`src/rtl/rv32i_pkg.sv`:
```
// rv32i_pkg: shared RV32I pipeline types and constants
package rv32i_pkg;
  localparam int XLEN = 32;
  localparam logic [XLEN-1:0] NOP_INSTR = 32'h0000_0013;
  typedef enum logic {RUN, HALT} fetch_state_t;
  typedef struct packed {
    logic            valid;
    logic [XLEN-1:0] pc;
    logic [XLEN-1:0] pc_plus4;
    logic [XLEN-1:0] instr;
  } if_id_t;
endpackage

```
`src/rtl/if_pc_reg.sv`:
```
// if_pc_reg: program counter with reset/redirect/hold/+4 next-pc selection
module if_pc_reg import rv32i_pkg::*; #(
  parameter logic [XLEN-1:0] RESET_PC = '0
) (
  input  logic            clk,
  input  logic            rst,
  input  logic            hold,
  input  logic            load,
  input  logic [XLEN-1:0] target,
  output logic [XLEN-1:0] pc
);
  // load beats hold so a redirect wins over a simultaneous stall
  always_ff @(posedge clk)
    pc <= rst ? RESET_PC : load ? target : hold ? pc : pc + 32'd4;
endmodule

```
`src/rtl/if_fetch_stage.sv`:
```
// if_fetch_stage: instruction fetch with IF/ID register, redirect, fault halt and fetch counter
module if_fetch_stage import rv32i_pkg::*; #(
  parameter logic [XLEN-1:0] RESET_PC  = 32'h0000_0000,
  parameter logic [XLEN-1:0] NOP_INSTR = rv32i_pkg::NOP_INSTR
) (
  input  logic            clk,
  input  logic            rst,
  input  logic            stall,
  input  logic            redirect_valid,
  input  logic [XLEN-1:0] redirect_pc,
  output logic [XLEN-1:0] imem_addr,
  input  logic [XLEN-1:0] imem_instr,
  output logic            if_valid,
  output logic [XLEN-1:0] if_pc,
  output logic [XLEN-1:0] if_pc_plus4,
  output logic [XLEN-1:0] if_instr,
  output logic            fetch_fault,
  output logic [XLEN-1:0] fetch_count
);
  fetch_state_t    state;
  if_id_t          r;
  logic [XLEN-1:0] pc;
  logic            run, aligned;
  assign run     = state == RUN;
  assign aligned = redirect_pc[1:0] == 2'b00;
  if_pc_reg #(.RESET_PC(RESET_PC)) u_pc (
    .clk    (clk),
    .rst    (rst),
    .hold   (!run || redirect_valid || stall),
    .load   (run && redirect_valid && aligned),
    .target (redirect_pc),
    .pc     (pc)
  );
  assign imem_addr   = pc;
  assign if_valid    = r.valid;
  assign if_pc       = r.pc;
  assign if_pc_plus4 = r.pc_plus4;
  assign if_instr    = r.instr;
  // IF/ID capture, flush on redirect or halt, misaligned target halts until reset
  always_ff @(posedge clk) begin
    if (rst) begin
      state       <= RUN;
      r           <= '{valid: 1'b0, pc: '0, pc_plus4: '0, instr: NOP_INSTR};
      fetch_fault <= 1'b0;
      fetch_count <= '0;
    end else if (!run || redirect_valid) begin
      r.valid <= 1'b0;
      r.instr <= NOP_INSTR;
      if (run && !aligned) begin
        fetch_fault <= 1'b1;
        state       <= HALT;
      end
    end else if (!stall) begin
      r           <= '{valid: 1'b1, pc: pc, pc_plus4: pc + 32'd4, instr: imem_instr};
      fetch_count <= fetch_count + 32'd1;
    end
  end
endmodule
```
`config.mk`:
```
export PLATFORM = sky130hd
export DESIGN_NAME = if_fetch_stage
export DESIGN_NICKNAME = d
export VERILOG_FILES = /design/src/rtl/rv32i_pkg.sv /design/src/rtl/if_pc_reg.sv /design/src/rtl/if_fetch_stage.sv
export SDC_FILE = /design/constraint.sdc
export NUM_CORES = 1
export LEC_CHECK = 0
export CORE_ASPECT_RATIO = 0.6
export CORE_UTILIZATION = 50
export CTS_CLUSTER_DIAMETER = 30
export DETAILED_ROUTE_END_ITERATION = 10
export MAX_ROUTING_LAYER = met4
export PLACE_DENSITY = 0.92
export SETUP_SLACK_MARGIN = 0.3
export SLEW_MARGIN = 30
export SYNTH_ARGS = -nofsm -noshare
export SYNTH_HDL_FRONTEND = slang
export SYNTH_SLANG_ARGS = --single-unit
export TNS_END_PERCENT = 100
```
`constraint.sdc`:
```
create_clock -name clk -period 6.3 [get_ports clk]
set_clock_uncertainty 0.2 [all_clocks]
set_input_delay 1.89 -clock clk [delete_from_list [all_inputs] [get_ports clk]]
set_output_delay 1.89 -clock clk [all_outputs]
set_load 0.1 [all_outputs]
```
## After elaboration in Yosys (flattened, before gate mapping)

Cells that the tools add are included.

| storage, ports and cells | value |
|---|---|
| flip-flop bits (word level) | 162 |
| input port bits | 68 |
| output and inout port bits | 162 |
| logic and storage cells | 25 |

| cells by class | value |
|---|---|
| $add $sub $neg | 2 |
| equal/unequal tests | 1 |
| mux-type cells | 2 |
| bitwise gates (word level) | 3 |
| reduce and logical (&&, ||, !) cells | 10 |

Operators with widths:

| kind | count |
|---|---|
| two-way mux 32 bit | 2 |
| adder 32 x 1 -> 32 bit, second input constant | 1 |
| adder 32 x 3 -> 32 bit, second input constant | 1 |
| AND reduction 2 bit | 2 |
| logical AND 1 bit | 3 |
| inverter 1 bit | 3 |
| zero test 2 bit | 1 |
| logical OR 1 bit | 2 |
| inequality test 2 x 1 -> 1 bit, second input constant | 1 |
| OR reduction 2 bit | 1 |
| zero test 1 bit | 1 |

## Depth between registers and ports, before layout

Gate-level depths: netlist of the first run.

| logic depth | value |
|---|---|
| depth in word-level cells | 4 |
| mapped depth | 7 |
| depth with buffers taken out | 6 |

## Hierarchy

From an unflattened synthesis of the first run, not the netlist that was laid out.

| unflattened totals | value |
|---|---|
| cells, all modules | 875 |
| area, all modules | 7369.6 µm² |

Modules (own cells, without submodules):

| module | instances | cells each | area an instance (µm²) | sequential area each (µm²) |
|---|---|---|---|---|
| if_fetch_stage | 1 | 644 | 5490.3 | 2562.5 |
| if_pc_reg | 1 | 231 | 1879.3 | 640.6 |

## Worst setup path after synthesis of the first run

No wires, ideal clock.

| path | value |
|---|---|
| path kind | input -> register |
| start point | input port stall |
| end point | register fetch_count[28] |
| library setup time | 0.070 ns |
| arrival | 3.298 ns |
| data required time | 6.030 ns |
| setup slack | 2.731 ns |
| cell stages on the path | 7 |
| buffers on the path | 2 |
| cell sequence | buf_6 or3_4 nor2_4 buf_6 nand2_1 or4_1 a21oi_1 |

| between the ends | value |
|---|---|
| word-level cells in the longest chain between the ends | 2 |

Ends and longest elaborated chain:

| item | line | RTL |
|---|---|---|
| start: declaration | if_fetch_stage.sv:8 | `input logic stall,` |
| inverter 1 bit (no source line) | n/a |  |
| AND reduction 2 bit (no source line) | n/a |  |
| end signal: assignment | if_fetch_stage.sv:55 | `fetch_count <= fetch_count + 32'd1;` |
| end: declaration | if_fetch_stage.sv:18 | `output logic [XLEN-1:0] fetch_count` |

No other way between the ends.
A chain may end at the register's enable or synchronous reset.

## Final worst setup path of the first run

| path | value |
|---|---|
| start point | register u_pc.pc[13] |
| end point | output port imem_addr[13] |

RTL lines:

| item | line | RTL |
|---|---|---|
| start: declaration | if_pc_reg.sv:10 | `output logic [XLEN-1:0] pc` |
| start signal: assignment | if_pc_reg.sv:14 | `pc <= rst ? RESET_PC : load ? target : hold ? pc : pc + 32'd4;` |
| end: declaration | if_fetch_stage.sv:11 | `output logic [XLEN-1:0] imem_addr,` |

No word-level cell between the ends.

==> results.yml, run 1 <==
min_path:
  min_path_type: "reg2reg"
  holdPathEnd: "if_valid"
  min_path_cells: 2
  hp-start: "if_valid"
routing:
  wl_mm: 20.9
  ant_nets: 0
  via_count: 6806
  vias_per_cell: 5.76
  drt-pass1-iter-count: 5
  wl_per_cell_microns: 17.7
  first_iter_violations: 577
  drc_errors: 0
timing:
  hold_viol_final: 0
  rsz0062_at_grt: "false"
  whs_ns: 0.252
  relSlewSlack_pct: 31.2
  period_share_pct: 72.2
  clock.fmax_mhz: 220
  tightest_slew_ns: 1.03
  setup_viol: 0
  finalSetupTns_ns: 0
  period_needed_ns: 4.55
  slew_viol_final: 0
logic_synthesis:
  syn_area_sq_um: 6880
  avgSynthCellArea_sq_um: 8.47
  ys_ff_latch: 160
  ys_async_sr_fraction_pct: 0
  syn_nets: 882
  synth-seq-area-share_pct: 46.6
  netlist_instances: 812
  yosys_most_used_dff: "dfxtp_1"
  ys_types: 54
  synth_warnings: 0
  synth-edff-count: 0
clocking:
  postCtsHoldBufs: 0
  clockRootBuffer: "clkbuf_16"
  clk_latency_ns: 0.41
  clock_path_buffers: 2
  post_cts_resized: 0
  clk_pin_slew_ns: 0.06
  htree_num_levels: 4
  cts_setup_buffers: 0
  cts_tree: "done"
  clock-sinks: 160
  numCtsBuffers: 17
setup_path:
  worstReg2RegEnd: "if_pc_plus4[28]"
  critPathArrivalTime_ns: 2.46
  required_ns: 4.21
  path_class: "reg2out"
  end_kind: "output pin"
  reg2reg_setup_slack_ns: 3.61
  worstReg2RegStart: "u_pc.pc[2]"
  critPathBufInv: 1
  cp-start-kind: "flop"
  cp_cell_sequence: "clkdlybuf4s50_1"
  cp_top_family: "buffers and inverters"
  reg2regPathDepth: 6
  cp_slowest_cell: "clkdlybuf4s50_1"
  cp_max_fo: 17
  critPathMaxStageDelay_ns: 1.28
global_route:
  grt_overflow_total: 0
  met1_usage_pct: 40.9
  antenna_found_initial: 0
  grt_max_degree: 85
  grt_util_met3_pct: 6.41
  busiest_layer: "met2"
  grt_use_total_pct: 30.0
  grt_pass1_wl_mm: 32.7
  first_global_vias: 6122
  grtUsageMet2_pct: 44.5
pwr:
  irDropWorstVdd_mv: 0.234
  p_leak_nw: 3.35
  pwr_density_cell_nw_per_um2: 256
cells_and_area:
  final_common_cell: "clkdlybuf4s50_1"
  finalNetCount: 1068
  antenna_cells: 0
  drive_gt1_share_pct: 5.04
  fin_cells: 1181
  areaGrowthSynthToFinish_pct: 41.2
  fin_util_pct: 74.0
  final_cell_mix: "clkdlybuf4s50_1, dfxtp_1, nand2_1, nor2_1, a21oi_1"
placement:
  place_hpwl_mm: 14.4
  port_buffers: 229
  place_congestion: 0.930
  dp_cells: 1149
floorplan:
  num_io_pins: 230
  start_util_pct: 52.4
  die_h_microns: 92.9
  die_w_microns: 153
  core_sq_um: 13100
  rows: 32
  die_area_sq_um: 14200
outcome:
  status: "complete, no violations"
flow_run:
  drv_cap: 0
-- through the flow --
stage | worst slack (ns) | area (sq um) | power, mW
2_1_floorplan | 2.73 | 6880 | 1.35
3_3_place_gp | 1.68 | 9140 | 1.47
3_5_place_dp | 1.76 | 9130 | 1.47
4_1_cts | 1.78 | 9730 | 2.50
5_1_grt | 1.69 | 9720 | 2.57
6_report | 1.75 | 9720 | 2.49
-- kinds of logic after synthesis --
family | Yosys count | share of synthesized area (%)
adders and majority gates | 2 | 0.364
xor gates and xnor gates | 45 | 5.73
muxes | 30 | 4.36
DFF | 160 | 46.6
and+or+nand+nor | 344 | 24.1
AOI/OAI and AO/OA | 155 | 14.1
buffers and inverters | 76 | 4.80
-- report_power, final --
part / total (mW) / switching (mW) / internal [mW]
Sequential: 1.07 / 0.0288 / 1.04
Combinational: 0.386 / 0.275 / 0.112
Clock: 1.03 / 0.433 / 0.601
Total: 2.49 / 0.737 / 1.75
-- metal layers --
layer / part of all wire, % / routed length (microns)
met5: 0 / 0
met4: 1.8 / 368
met2: 45 / 9340
met1: 46 / 9640
met3: 7.6 / 1590
-- worst register-to-register path: stages (launching register included) --
cell,delay [ns]
dfxtp_1,0.50
ha_1,0.34
and4_1,0.44
nand2_1,0.22
nor4_1,0.47
mux2i_1,0.28
a21oi_1,0.09
-- worst max-delay path by stage --
stage                               from               to  slack (ns)  depth (start not counted)
after floorplan                    stall  fetch_count[28]        2.73                          7
after global placement             stall  fetch_count[26]        1.68                          6
after detailed placement  redirect_valid  fetch_count[24]        1.76                          6
after CTS                    u_pc.pc[13]    imem_addr[13]        1.78                          1
after global routing         u_pc.pc[13]    imem_addr[13]        1.69                          1
final                        u_pc.pc[13]    imem_addr[13]        1.75                          1
-- synth_stat cells (4+ instances only) --
library cell  count  area share, %
buf_2            15            1.1
xor2_1           31            3.9
nor4_1            6           0.55
and4_1           12            1.5
a211oi_1         21            2.3
nand4_1          23            2.1
a222oi_1          5           0.73
xnor2_1          14            1.8
and2_1            4           0.36
nor2_1          104            5.7
nand3_1          23            1.7
nor3b_1           5           0.55
a21oi_1          64            4.7
or4_1             6           0.65
mux2i_1          30            4.4
and3_1           10           0.91
dfxtp_1         160             47
inv_1             8           0.44
or3_1            13            1.2
nand2_1         113            6.2
a221oi_1          5           0.64
a22oi_1          11            1.2
nor3_1            9           0.65
o21ai_0          17            1.2
a31oi_1          13            1.2
clkbuf_1         45            2.5
-- final cells by class --
| cell class | count | area (sq um) |
|---|---|---|
| well taps | 170 | 213 |
| clock buffers | 19 | 443 |
| clock inverters | 13 | 151 |
| repair buffers | 235 | 2320 |
| flip-flops and latches | 160 | 3200 |
| fillers | 967 | 3410 |
| inverters | 8 | 30.0 |
| multi-input cells | 576 | 3360 |
Note: power is estimated with default switching activity, not from simulation.
==> inputs of run 2 (changes only) <==
--- a/config.mk
+++ b/config.mk
@@ -6,11 +6,11 @@
 export NUM_CORES = 1
 export LEC_CHECK = 0
 export CORE_ASPECT_RATIO = 0.6
-export CORE_UTILIZATION = 50
+export CORE_UTILIZATION = 46
 export CTS_CLUSTER_DIAMETER = 30
 export DETAILED_ROUTE_END_ITERATION = 10
 export MAX_ROUTING_LAYER = met4
-export PLACE_DENSITY = 0.92
+export PLACE_DENSITY = 0.86
 export SETUP_SLACK_MARGIN = 0.3
 export SLEW_MARGIN = 30
 export SYNTH_ARGS = -nofsm -noshare
==> constraint.sdc (replaced) <==
create_clock -name clk -period 4.6 [get_ports clk]
set_clock_uncertainty 0.2 [all_clocks]
set_input_delay 1.38 -clock clk [delete_from_list [all_inputs] [get_ports clk]]
set_output_delay 1.38 -clock clk [all_outputs]
set_load 0.1 [all_outputs]
==> results.yml, run 2 (synthesized netlist as in run 1, its figures left out) <==
outcome:
  status: "complete, no violations"
timing:
  setup_viol: 0
  whs_ns: 0.254
  clock.fmax_mhz: 265
  relSlewSlack_pct: 30.7
  period_share_pct: 82.0
  hold_viol_final: 0
  slew_viol_final: 0
  rsz0062_at_grt: "false"
  tightest_slew_ns: 1.04
  period_needed_ns: 3.77
  finalSetupTns_ns: 0
placement:
  place_area_sq_um: 9200
  place_congestion: 0.859
  port_buffers: 229
  place_hpwl_mm: 14.4
  dp_cells: 1181
clocking:
  clock-sinks: 160
  htree_num_levels: 4
  post_cts_resized: 0
  clk_latency_ns: 0.42
  numCtsBuffers: 17
  clockRootBuffer: "clkbuf_16"
  clock_path_buffers: 2
  clk_pin_slew_ns: 0.07
  cts_setup_buffers: 0
  cts_tree: "done"
  postCtsHoldBufs: 0
flow_run:
  drv_cap: 0
setup_path:
  critPathBufInv: 1
  worstReg2RegEnd: "if_pc_plus4[28]"
  end_kind: "output pin"
  critPathMaxStageDelay_ns: 1.22
  reg2reg_setup_slack_ns: 1.85
  cp_slowest_cell: "clkdlybuf4s50_1"
  path_class: "reg2out"
  worstReg2RegStart: "u_pc.pc[2]"
  critPathArrivalTime_ns: 2.19
  reg2regPathDepth: 6
  cp-start-kind: "flop"
  required_ns: 3.02
  cp_max_fo: 11
  path_depth: 1
  cp_cell_sequence: "clkdlybuf4s50_1"
  cp_top_family: "buffers and inverters"
routing:
  wl_mm: 20.8
  via_count: 6727
  first_iter_violations: 541
  wl_per_cell_microns: 17.1
  ant_nets: 0
  drt-pass1-iter-count: 5
  drc_errors: 0
  vias_per_cell: 5.54
floorplan:
  rows: 34
  die_area_sq_um: 15500
  num_io_pins: 230
  die_w_microns: 160
  die_h_microns: 96.7
  core_sq_um: 14500
  start_util_pct: 47.3
min_path:
  min_path_type: "reg2reg"
  hp-start: "if_pc[10]"
  min_path_cells: 2
  holdPathEnd: "if_pc[10]"
pwr:
  switching_share_pct: 27.6
  power.share.sequential_pct: 40.4
  irDropWorstVdd_mv: 0.252
  p_int_mw: 2.61
  comb_power_share_pct: 14.7
  total_switching_power_mw: 0.994
  p_leak_nw: 3.42
  pwr_density_cell_nw_per_um2: 365
  clkPwrFrac_pct: 44.8
global_route:
  grt_overflow_total: 0
  grt_max_degree: 85
  first_global_vias: 6253
  grt_pass1_wl_mm: 33.5
  grt_use_total_pct: 28.0
  antenna_found_initial: 1
cells_and_area:
  multiInputGateArea_sq_um: 3360
  final_common_cell: "clkdlybuf4s50_1"
  final_cell_mix: "clkdlybuf4s50_1, dfxtp_1, nand2_1, nor2_1, a21oi_1"
  finalNetCount: 1072
  fin_cells: 1214
  register_area_sq_um: 3200
  areaGrowthSynthToFinish_pct: 43.5
  design_area_sq_um: 9870
  fillCellCount: 1189
  drive_gt1_share_pct: 5.52
## run 2: changes by cell type in the layout (fill, tap and decap cells not counted), sizes merged
cell,change
buf,+6
bufinv,+4
clkdlybuf4s50,-3
inv,-3
clkbuf,+2
clkinvlp,-2
diode,+1
## run 2: power by group through the flow
stage | clock network, mW | logic, mW | registers [mW]
3_5_place_dp | 0 | 0.528 | 1.49
2_1_floorplan | 0 | 0.131 | 1.72
3_3_place_gp | 0 | 0.524 | 1.49
5_1_grt | 1.69 | 0.554 | 1.46
6_report | 1.62 | 0.531 | 1.46
4_1_cts | 1.63 | 0.531 | 1.46
## run 2: metal layers
layer | wire [microns] | track usage [%]
met5 | 0 | -
met4 | 334 | 7.25
met3 | 1590 | 6.78
met2 | 8890 | 39.5
met1 | 10000 | 39.8
## run 2: final cells by class
cell class | count | share of cell area [%]
diodes | 1 | 0.0253
clock buffers | 20 | 4.52
clock inverters | 12 | 2.33
inverters | 8 | 0.304
multi-input cells | 576 | 34.0
flip-flops and latches | 160 | 32.4
well taps | 198 | 2.51
repair buffers | 239 | 23.8
## run 2: worst max path at each step
stage / startpoint / end / slack [ns]
after floorplan: stall / fetch_count[28] / 1.54
after CTS: u_pc.pc[7] / imem_addr[7] / 0.82
after global placement: redirect_valid / fetch_count[24] / 0.83
final: u_pc.pc[7] / imem_addr[7] / 0.83
after global routing: u_pc.pc[7] / imem_addr[7] / 0.74
after detailed placement: redirect_valid / fetch_count[24] / 0.76
## run 2: through the flow
step | util [%] | setup slack [ns] | total power [mW]
final | 67.9 | 0.827 | 3.61
after CTS | 67.9 | 0.823 | 3.61
after global routing | 67.9 | 0.737 | 3.71
after floorplan | - | 1.54 | 1.85
after detailed placement | 63.2 | 0.764 | 2.02
after global placement | 63.3 | 0.825 | 2.01
## run 2: worst min-delay path, delay by kind of cell (launching register included)
family           cells  cell delay [ns]
AO/OA/AOI/OAI        1             0.05
flip-flops           1             0.31
AND/OR/NAND/NOR      1             0.05
